===== config.mk =====
export PLATFORM = sky130hd
export DESIGN_NAME = btn_group_ctrl
export DESIGN_NICKNAME = d
export VERILOG_FILES = /design/src/rtl/btn_pkg.sv /design/src/rtl/btn_group_ctrl_debounce_ch.sv /design/src/rtl/btn_group_ctrl.sv
export SDC_FILE = /design/constraint.sdc
export NUM_CORES = 1
export LEC_CHECK = 0
export BUFFER_PORTS_ARGS = -buffer_cell sky130_fd_sc_hd__buf_4
export CAP_MARGIN = 20
export CORE_MARGIN = 4
export CORE_UTILIZATION = 40
export CTS_CLUSTER_DIAMETER = 120
export DETAILED_ROUTE_END_ITERATION = 8
export PLACE_DENSITY = 0.67
export SLEW_MARGIN = 20
export SYNTH_ARGS = -nofsm -noshare
export SYNTH_HDL_FRONTEND = slang
export SYNTH_SLANG_ARGS = --single-unit

===== constraint.sdc =====
create_clock -name clk -period 2.4 [get_ports clk]
set_input_delay 0 -clock clk [delete_from_list [all_inputs] [get_ports clk]]
set_output_delay 0 -clock clk [all_outputs]
set_load 0.02 [all_outputs]

===== src/rtl/btn_pkg.sv =====
// Shared types for the button group controller.
// Also used by switch_led_groups and its bench.
package btn_pkg;

  localparam int N_BTN_DEFAULT = 4;

  typedef logic [N_BTN_DEFAULT-1:0] grp_mask_t;

  // clr wins over a press landing in the same cycle
  function automatic logic next_off(
    input logic off,
    input logic press,
    input logic clr
  );
    logic nxt;
    nxt = off;
    if (clr)
      nxt = 1'b0;
    else if (press)
      nxt = ~off;
    return nxt;
  endfunction

endpackage


===== src/rtl/btn_group_ctrl_debounce_ch.sv =====
// One button channel: synchronizer, debounce counter,
// debounced level and registered rising-edge pulse.
module debounce_ch #(
  parameter int DB_CYCLES = 1_000_000
) (
  input  logic clk,
  input  logic rst,
  input  logic raw,
  output logic level,
  output logic press
);

  localparam int CW = $clog2(DB_CYCLES);
  localparam logic [CW-1:0] TERM = CW'(DB_CYCLES - 1);

  logic          s1;
  logic          s2;
  logic [CW-1:0] cnt;

  // two-stage synchronizer for the asynchronous pin
  always_ff @(posedge clk or posedge rst) begin
    if (rst) begin
      s1 <= 1'b0;
      s2 <= 1'b0;
    end else begin
      s1 <= raw;
      s2 <= s1;
    end
  end

  // qualify a new level; any return to the old level restarts
  always_ff @(posedge clk or posedge rst) begin
    if (rst) begin
      cnt   <= '0;
      level <= 1'b0;
      press <= 1'b0;
    end else begin
      press <= 1'b0;
      if (s2 == level) begin
        cnt <= '0;
      end else if (cnt == TERM) begin
        cnt   <= '0;
        level <= s2;
        press <= s2;
      end else begin
        cnt <= cnt + 1'b1;
      end
    end
  end

endmodule


===== src/rtl/btn_group_ctrl.sv =====
// Debounced buttons plus per-group toggle latches
// feeding the LED group gating logic.
module btn_group_ctrl
  import btn_pkg::*;
#(
  parameter int N_BTN     = N_BTN_DEFAULT,
  parameter int DB_CYCLES = 1_000_000
) (
  input  logic             clk,
  input  logic             rst,
  input  logic [N_BTN-1:0] btn_raw,
  input  logic             clr,
  output logic [N_BTN-1:0] btn_level,
  output logic [N_BTN-1:0] btn_press,
  output logic [N_BTN-1:0] group_off
);

  for (genvar i = 0; i < N_BTN; i++) begin : g_ch
    debounce_ch #(
      .DB_CYCLES(DB_CYCLES)
    ) u_ch (
      .clk  (clk),
      .rst  (rst),
      .raw  (btn_raw[i]),
      .level(btn_level[i]),
      .press(btn_press[i])
    );
  end

  // toggle each group on its press, clear all on clr
  always_ff @(posedge clk or posedge rst) begin
    if (rst) begin
      group_off <= '0;
    end else begin
      for (int i = 0; i < N_BTN; i++)
        group_off[i] <= next_off(group_off[i],
                                 btn_press[i], clr);
    end
  end

endmodule


Yosys cells after proc, flatten, opt, wreduce, memory -nomap -nowiden

Index checks and enable logic that the tools add are counted.

Bits of input ports: 7
Register bits: 100
RAM bits: 0
Latch bits: 0
Memory bits (read-only): 0
Logic and storage cells: 76
Memories kept: 0

Add/subtract/negate cells: 4
Div/mod/pow operators: 0
Bitwise logic cells: 8
Reductions and logical operators: 8
Mux-type cells: 24
Shifts and indexed selects: 0
Multipliers: 0
Equality and inequality tests: 8
Order comparisons: 0

Operators with widths:

| kind                                                             | count |
|---|---|
| 20-bit 2-to-1 mux                                                | 8 |
| 20-bit by 1-bit adder with 20-bit output (second input constant) | 4 |
| 20-bit equality test (second input constant)                     | 4 |
| 1-bit 2-to-1 mux                                                 | 16 |
| 1-bit inverter                                                   | 8 |
| 2-bit AND reduction                                              | 4 |
| 2-bit nonzero test                                               | 4 |
| 1-bit equality test                                              | 4 |

Longest topological paths before layout

Gate-level depths: netlist of the first run.

Depth after elaboration: 3
Gate-level depth with buffers: 6

Cells and area by module

From an unflattened synthesis of the first run, not the netlist that was laid out.

Cell total of the unflattened synthesis: 445
Area, all modules: 4908.5 um^2

By module, submodules not included:

| module         | area each (um^2) | sequential area each (um^2) | instances | cells each |
|---|---|---|---|---|
| debounce_ch    | 1188.6           | 600.6                       | 4         | 108 |
| btn_group_ctrl | 153.9            | 100.1                       | 1         | 13 |

Worst setup path before layout of the first run

Ideal clock, no wire load.

Path kind: register to register
From: register g_ch[1].u_ch.cnt[16]
To: register g_ch[1].u_ch.level
Setup slack: 0.573 ns
Clock period less this slack: 1.827 ns
Arrival: 1.702 ns
Path buffers: 0
Setup time: 0.125 ns
Data required time: 2.275 ns
Cell stages (with the launch flop): 5
Cells stage by stage: dfrtp_1 > nand3_1 > or4b_1 > nor3_1 > mux2_2

Word-level cells in the longest chain between the ends: 2

Ends and longest elaborated chain:

| element                       | RTL line                         | RTL |
|---|---|---|
| start, declared               | btn_group_ctrl_debounce_ch.sv:18 | `logic [CW-1:0] cnt;` |
| start signal, assigned        | btn_group_ctrl_debounce_ch.sv:46 | `cnt <= cnt + 1'b1;` |
| 20-bit equality test          | btn_group_ctrl_debounce_ch.sv:41 | `end else if (cnt == TERM) begin` |
| 2-bit AND reduction (no line) | -                                |  |
| end signal, assigned          | btn_group_ctrl_debounce_ch.sv:35 | `level <= 1'b0;` |
| end signal, assigned          | btn_group_ctrl_debounce_ch.sv:43 | `level <= s2;` |
| end, declared                 | btn_group_ctrl_debounce_ch.sv:9  | `output logic level,` |

Every way passes these cells.
A chain may end at the register's enable or synchronous reset.

Worst setup path after layout of the first run

Same ends and word-level chain as after synthesis.

==> impl_metrics.csv, run 1 <==
group,metric,value,unit
run_status,status,"finished, final reports clean",
routing,wire_per_inst,13.3,um
yosys,yosys.area.top_type,"dfrtp_1",
yosys,ys_seq_elements,100,
layout,multi_input_area,0.00205,mm2
layout,drive_above_1_share,11.6,%
routing,drt_wl_total,8.44,mm
placed_design,place.gp.congestion,0.809,
timing,finalSetupViolCount,0,
timing,fmax,501,MHz
routing,wl_met2,4.17,mm
die,fp.dieH,117,um
yosys,yosys_warnings,0,
worst_setup_path,startpoint_type,"register",
worst_setup_path,cp.required,2630,ps
routing,drc,0,
clock_tree,h-tree-depth,3,
layout,finalNetCount,498,
yosys,avgSynthCellArea,10.3,um2
clock_tree,max-clock-path-buffers,2,
run,cap_violations,0,
yosys,synth_commonest_cells,"100 x dfrtp_1, 82 x nor2_1, 49 x xnor2_1",
die,core,0.0115,mm2
worst_setup_path,r2r_setup_slack,400,ps
clock_tree,cts_buffers,9,
power_and_ir_drop,power.density,651,mW/mm2
layout,ff_latch_area,0.00250,mm2
routing,wl_met3,255,um
power_and_ir_drop,ir_worst_vdd,0.350,mV
layout,finalInstanceArea,0.00542,mm2
timing,setup_tns,0,ps
yosys,synthTopCellsByArea,"dfrtp_1 53%, xnor2_1 9.1%, nor2_1 6.5%, xor2_1 2.8%, nand3_1 2.6%",
yosys,ys_seq_area_share,53.0,%
worst_setup_path,worstPathArrival,2230,ps
placed_design,place_area,0.00501,mm2
grt,antenna_found_initial,0,
routing,vias,3346,
layout,area_delta_synth_final,14.8,%
die,num_rows,39,
die,ioPinCount,19,
yosys,synth_cell_types,40,
grt,grt-ovfl-total,0,
layout,fillCellCount,1041,
power_and_ir_drop,leakagePower,2.19,nW
timing,min_period,2000,ps
grt,grt_pass1_wl,14.9,mm
die,dieArea,0.0136,mm2
grt,globalRouteTotalUtil,13.6,%
routing,drt_first_pass_iters,4,
routing,top_layer,"met4",
yosys,async_flop_share,100,%
hold_path,hold_class,"primary input to register",
worst_setup_path,crit_fanout,5,
worst_setup_path,crit_path_end_kind,"register",
timing,max_slew_margin,55.5,%
worst_setup_path,critPathKind,"register to register",
placed_design,place_hpwl,5.65,mm
timing,max_slew.worst_pin.slew,662,ps
yosys,syn_nets,470,
yosys,syn_inst,459,
die,start_util,41.2,%
routing,drt_iter0_markers,175,
layout,num_antenna_cells,0,
grt,grt_max_degree,101,
clock_tree,cts_resized,0,
clock_tree,path_clk_slew,70,ps
placed_design,port-buffer-count,18,
timing,rsz0062_at_grt,"false",
yosys,synth_edf_count,0,
timing,final_max_slew_viol_count,0,
yosys,synth_top_area_share,53.0,%
routing,wl_met1,3.94,mm
timing,finClkSkew,5.24,ps
clock_tree,clock_latency,340,ps
yosys,synth_most_common_cell,"dfrtp_1",
clock_tree,cts_tree,"yes",
routing,postRouteAntennaNets,0,
clock_tree,clock-sinks,100,
yosys,synth_ff_type,"dfrtp_1",
routing,vias_per_cell,5.27,
timing,hold_viol_final,0,
die,die-width,117,um
clock_tree,cts_root_buf,"clkbuf_16",
yosys,syn-cell-area,0.00472,mm2
grt,grt_pass1_vias,3328,
timing,post-route-period-util,83.2,%
-- metal layers --
| layer | vias up | track usage [%] |
|---|---|---|
| li1 | 1647 | - |
| met1 | 1653 | 17.0 |
| met2 | 40 | 23.3 |
| met3 | 6 | 3.52 |
| met4 | 0 | 4.20 |
| met5 | - | 0 |
-- through the flow --
stage	power, mW	setup slack (ps)	util (%)	hold WS, ps	instances
floorplan	1.83	573	-	31.4	459
global placement	1.87	462	43.7	112	613
detailed placement	1.87	364	43.7	111	613
CTS	3.59	360	47.3	282	635
global route	3.66	296	47.3	298	635
finish	3.53	402	47.3	301	635
-- power by group --
part | total, mW | switching, mW | internal, mW | leakage, nW
registers | 1.73 | 0.0216 | 1.71 | 1.37
clock network | 1.69 | 0.652 | 1.04 | 0.173
logic | 0.113 | 0.0717 | 0.0413 | 0.647
-- state kept, by name, summed over array words and instances (netlist names) --
signal	count
g_ch.u_ch.s2	4
g_ch.u_ch.s1	4
group_off	4
g_ch.u_ch.level	4
g_ch.u_ch.press	4
g_ch.u_ch.cnt	80
-- critical path, stage by stage, from the launching register on --
cell	delay, ps
dfrtp_1	430
nand3_1	110
or4b_1	580
nor3_1	380
mux2_2	390
-- path summary, 6_finish.rpt --
kind	start	to	depth (start not counted)
worst max-delay path	g_ch[1].u_ch.cnt[16]$_DFF_PP0_	g_ch[1].u_ch.level$_DFFE_PP0P_	4
worst min-delay path	btn_raw[3]	g_ch[3].u_ch.s1$_DFF_PP0_	2
worst max register to register	g_ch[1].u_ch.cnt[16]$_DFF_PP0_	g_ch[1].u_ch.level$_DFFE_PP0P_	4
worst min register to register	g_ch[0].u_ch.s1$_DFF_PP0_	g_ch[0].u_ch.s2$_DFF_PP0_	0
max in group asynchronous	rst	g_ch[2].u_ch.cnt[4]$_DFF_PP0_	4
min in group asynchronous	rst	g_ch[3].u_ch.s1$_DFF_PP0_	4
-- placed cells by master (no fill, tap or decap), drive strengths merged, types with 2 or more instances in the layout --
cell,netlist,routed
nand2,16,16
nor3,19,19
clkbuf,2,9
nand4,20,20
mux2,4,4
buf,12,25
xnor2,49,49
and3,8,8
dlygate4sd3,0,6
and3b,3,3
or4b,2,2
inv,19,21
dfrtp,100,100
o21ai,9,9
a21oi,13,13
nor4,16,16
ha,4,4
o31ai,7,7
nor4b,4,4
xor2,15,15
or3,5,5
and4,5,5
bufinv,0,3
nor2,82,82
nand3,26,26
or4,7,7
a31o,2,2
mux2i,5,5
-- repair_timing --
| item | in CTS | in global routing |
|---|---|---|
| hold buffers | 6 | 0 |
| hold endpoints to repair | 108 | 0 |
| setup buffers | 0 | 0 |
-- kinds of logic after synthesis --
logic type                 synth area share [%]
and+or+nand+nor                            24.1
DFF                                        53.0
xor gates and xnor gates                   11.9
buffers and inverters                      3.55
AOI/OAI and AO/OA                          4.40
muxes                                      2.01
adders and majority gates                  1.06
-- area by class of cell --
class / instances / share of cell area (%)
clock buffer: 9 / 4.15
clock inverter: 7 / 2.35
sequential: 100 / 46.1
multi-input combinational: 326 / 37.9
timing repair buffer: 31 / 4.80
inverter: 19 / 1.38
tap: 143 / 3.30
Power figures use the tool's default switching activity.
==> inputs of run 2 (changes only) <==
Settings changed: ABC_AREA from default to 1, PLACE_DENSITY 0.67 to 0.65.
Clock period 2.4 ns to 1.87 ns, I/O delays scaled along.
==> run 2 against run 1 <==
Clock power up 12%. First-iteration DRC count down 0.57%. Flip-flop and latch count unchanged. Hold slack better by 7.6 ps. Maximum frequency up 35%. Synthesized cell count up 43%. Final cell count up 36%. Die area up 11%. Setup slack worse by 15 ps. Clock skew up 2.9 ps. Sequential share of layout area down 4.1 points. Register-to-register slack worse by 20 ps. Largest cell class unchanged. Largest power group unchanged.
==> impl_metrics.csv, run 2 <==
group,metric,value,unit
run_status,status,"finished, final reports clean",
worst_setup_path,crit_family,"simple AND/OR/NAND/NOR gates",
yosys,yosys_warnings,0,
placed_design,place_hpwl,7.72,mm
clock_tree,cts_root_buf,"clkbuf_16",
worst_setup_path,startpoint_type,"register",
routing,vias,4157,
layout,ff_latch_area,0.00250,mm2
timing,setup_tns,0,ps
worst_setup_path,cp_num_buf_inv,0,
layout,regMostFlops,"g_ch.u_ch.cnt",
routing,drt_iter0_markers,174,
timing,hold_viol_final,0,
timing,fmax,674,MHz
clock_tree,path_clk_slew,70,ps
routing,postRouteAntennaNets,0,
grt,antenna_found_initial,0,
worst_setup_path,cpMaxStageDelayCell,"dfrtp_1",
timing,finalWorstSetupSlack,387,ps
power_and_ir_drop,leakagePower,2.59,nW
power_and_ir_drop,total_switching_power,0.968,mW
grt,grt_pass1_vias,4043,
yosys,synth_commonest_cells,"163 x nor2_1, 102 x nand2_1, 100 x dfrtp_1",
worst_setup_path,crit_path_end_kind,"register",
clock_tree,clock-sinks,100,
worst_setup_path,path_cells,"ha_1, nand3_1, nor2_2, nand3_2, nand2_2, nor2_1",
worst_setup_path,critPathKind,"register to register",
die,die-width,123,um
grt,grt_pass1_wl,18.7,mm
routing,wire_per_inst,12.4,um
grt,grt-ovfl-total,0,
yosys,async_flop_share,100,%
power_and_ir_drop,clock_power_share,44.3,%
timing,final_max_slew_viol_count,0,
die,ioPinCount,19,
routing,vias_per_cell,4.83,
routing,drt_wl_total,10.6,mm
yosys,synth_top_area_share,47.4,%
yosys,avgSynthCellArea,8.05,um2
yosys,synth_edf_count,0,
grt,globalRouteTotalUtil,15.4,%
power_and_ir_drop,p_int,3.29,mW
layout,largest_reg_flops,80,
yosys,syn-cell-area,0.00528,mm2
worst_setup_path,crit_fanout,8,
timing,max_slew.worst_pin.slew,518,ps
worst_setup_path,cp.required,2100,ps
grt,grt_max_degree,101,
die,dieArea,0.0151,mm2
layout,layout_commonest_cell,"nor2_1",
power_and_ir_drop,ir_worst_vdd,0.465,mV
placed_design,port-buffer-count,18,
timing,min_period,1480,ps
layout,final_cell_mix,"163 x nor2_1, 102 x nand2_1, 100 x dfrtp_1",
layout,fillCellCount,1233,
timing,finalSetupViolCount,0,
layout,area_delta_synth_final,12.7,%
placed_design,pre_cts_ws,390,ps
yosys,ys_seq_area_share,47.4,%
layout,multi_input_area,0.00248,mm2
worst_setup_path,cpPeakStageDelay,380,ps
clock_tree,cts_resized,0,
worst_setup_path,worstPathArrival,1710,ps
clock_tree,clock_latency,340,ps
power_and_ir_drop,seqPwrFrac,51.9,%
yosys,synth_cell_types,27,
routing,drc,0,
die,num_rows,41,
timing,rsz0062_at_grt,"false",
run,cap_violations,0,
power_and_ir_drop,combPwrFrac,3.7,%
yosys,synth_ff_type,"dfrtp_1",
hold_path,hold_class,"primary input to register",
timing,post-route-period-util,79.3,%
layout,finalNetCount,694,
timing,max_slew_margin,65.5,%
clock_tree,h-tree-depth,3,
placed_design,place.gp.congestion,0.931,
power_and_ir_drop,swShare,22.7,%
clock_tree,cts_buffers,9,
layout,drive_above_1_share,12.8,%
power_and_ir_drop,power.density,716,mW/mm2
yosys,yosys.area.top_type,"dfrtp_1",
die,start_util,41.3,%
yosys,ys_seq_elements,100,
routing,drt_first_pass_iters,5,
yosys,synthTopCellsByArea,"dfrtp_1 47%, nor2_1 12%, nand2_1 7.3%, nand3_1 6.2%, xor2_1 5.1%",
die,core,0.0128,mm2
clock_tree,cts_tree,"yes",
yosys,synth_most_common_cell,"nor2_1",
die,fp.dieH,123,um
clock_tree,max-clock-path-buffers,2,
timing,finClkSkew,8.14,ps
yosys,syn_inst,656,
yosys,syn_nets,667,
-- run 2: cell families (layout without fill, tap and decap cells) --
group	after synthesis	count (layout)	synth area share (%)
buffers and inverters	71	103	5.64
other	0	1	0
XOR/XNOR	46	46	8.06
AO/OA/AOI/OAI	35	35	3.77
AND/OR/NAND/NOR	400	400	34.2
adder cells (fa/ha/maj)	4	4	0.948
flip-flops	100	100	47.4
-- run 2: metrics by stage --
stage          std cells  power (mW)  util [%]  instance area [um2]  hold WS (ps)
6_report             861        4.26      46.6                 5950           308
5_1_grt              860        4.43      46.6                 5950           297
3_3_place_gp         838        2.41      43.7                 5590           110
2_1_floorplan        656        2.36         -                 5280          31.4
4_1_cts              860        4.31      46.6                 5950           294
3_5_place_dp         838        2.41      43.7                 5590           111
-- run 2: final timing paths --
kind | startpoint | to | slack [ps] | depth (start not counted)
hold reg to reg | g_ch[3].u_ch.s1$_DFF_PP0_ | g_ch[3].u_ch.s2$_DFF_PP0_ | 350 | 0
min in group asynchronous | rst | g_ch[1].u_ch.cnt[13]$_DFF_PP0_ | 370 | 4
max in group asynchronous | rst | group_off[3]$_DFFE_PP0P_ | 1110 | 4
setup / recovery | g_ch[0].u_ch.cnt[0]$_DFF_PP0_ | g_ch[0].u_ch.cnt[9]$_DFF_PP0_ | 390 | 6
hold / removal | btn_raw[1] | g_ch[1].u_ch.s1$_DFF_PP0_ | 310 | 2
setup reg to reg | g_ch[0].u_ch.cnt[0]$_DFF_PP0_ | g_ch[0].u_ch.cnt[9]$_DFF_PP0_ | 390 | 6
-- run 2: power by group through the flow --
stage | Combinational (mW) | Sequential [mW] | Clock [mW]
after floorplan | 0.107 | 2.25 | 0
after global placement | 0.153 | 2.25 | 0
after detailed placement | 0.155 | 2.26 | 0
after CTS | 0.166 | 2.21 | 1.94
after global routing | 0.189 | 2.22 | 2.02
final | 0.159 | 2.21 | 1.89
-- run 2: timing repair --
item / CTS / global route
hold buffers: 6 / 0
setup buffers: 0 / 0
setup endpoints to repair: 0 / 0
hold endpoints to repair: 108 / 0
-- run 2: layout make-up --
type / count / area share [%]
multi-input combinational: 485 / 41.7
timing repair buffer: 25 / 3.62
antenna: 1 / 0.0421
inverter: 62 / 3.97
clock buffer: 9 / 3.79
sequential: 100 / 42.1
tap: 172 / 3.62
clock inverter: 7 / 1.24
-- run 2: metal layers --
layer  up-vias  wire length, um  GRT usage [%]
met4         0               80           4.06
li1       2129                -              -
met2        60             4970           24.7
met3         6              327           3.32
met5         -                0              0
met1      1962             5270           21.3
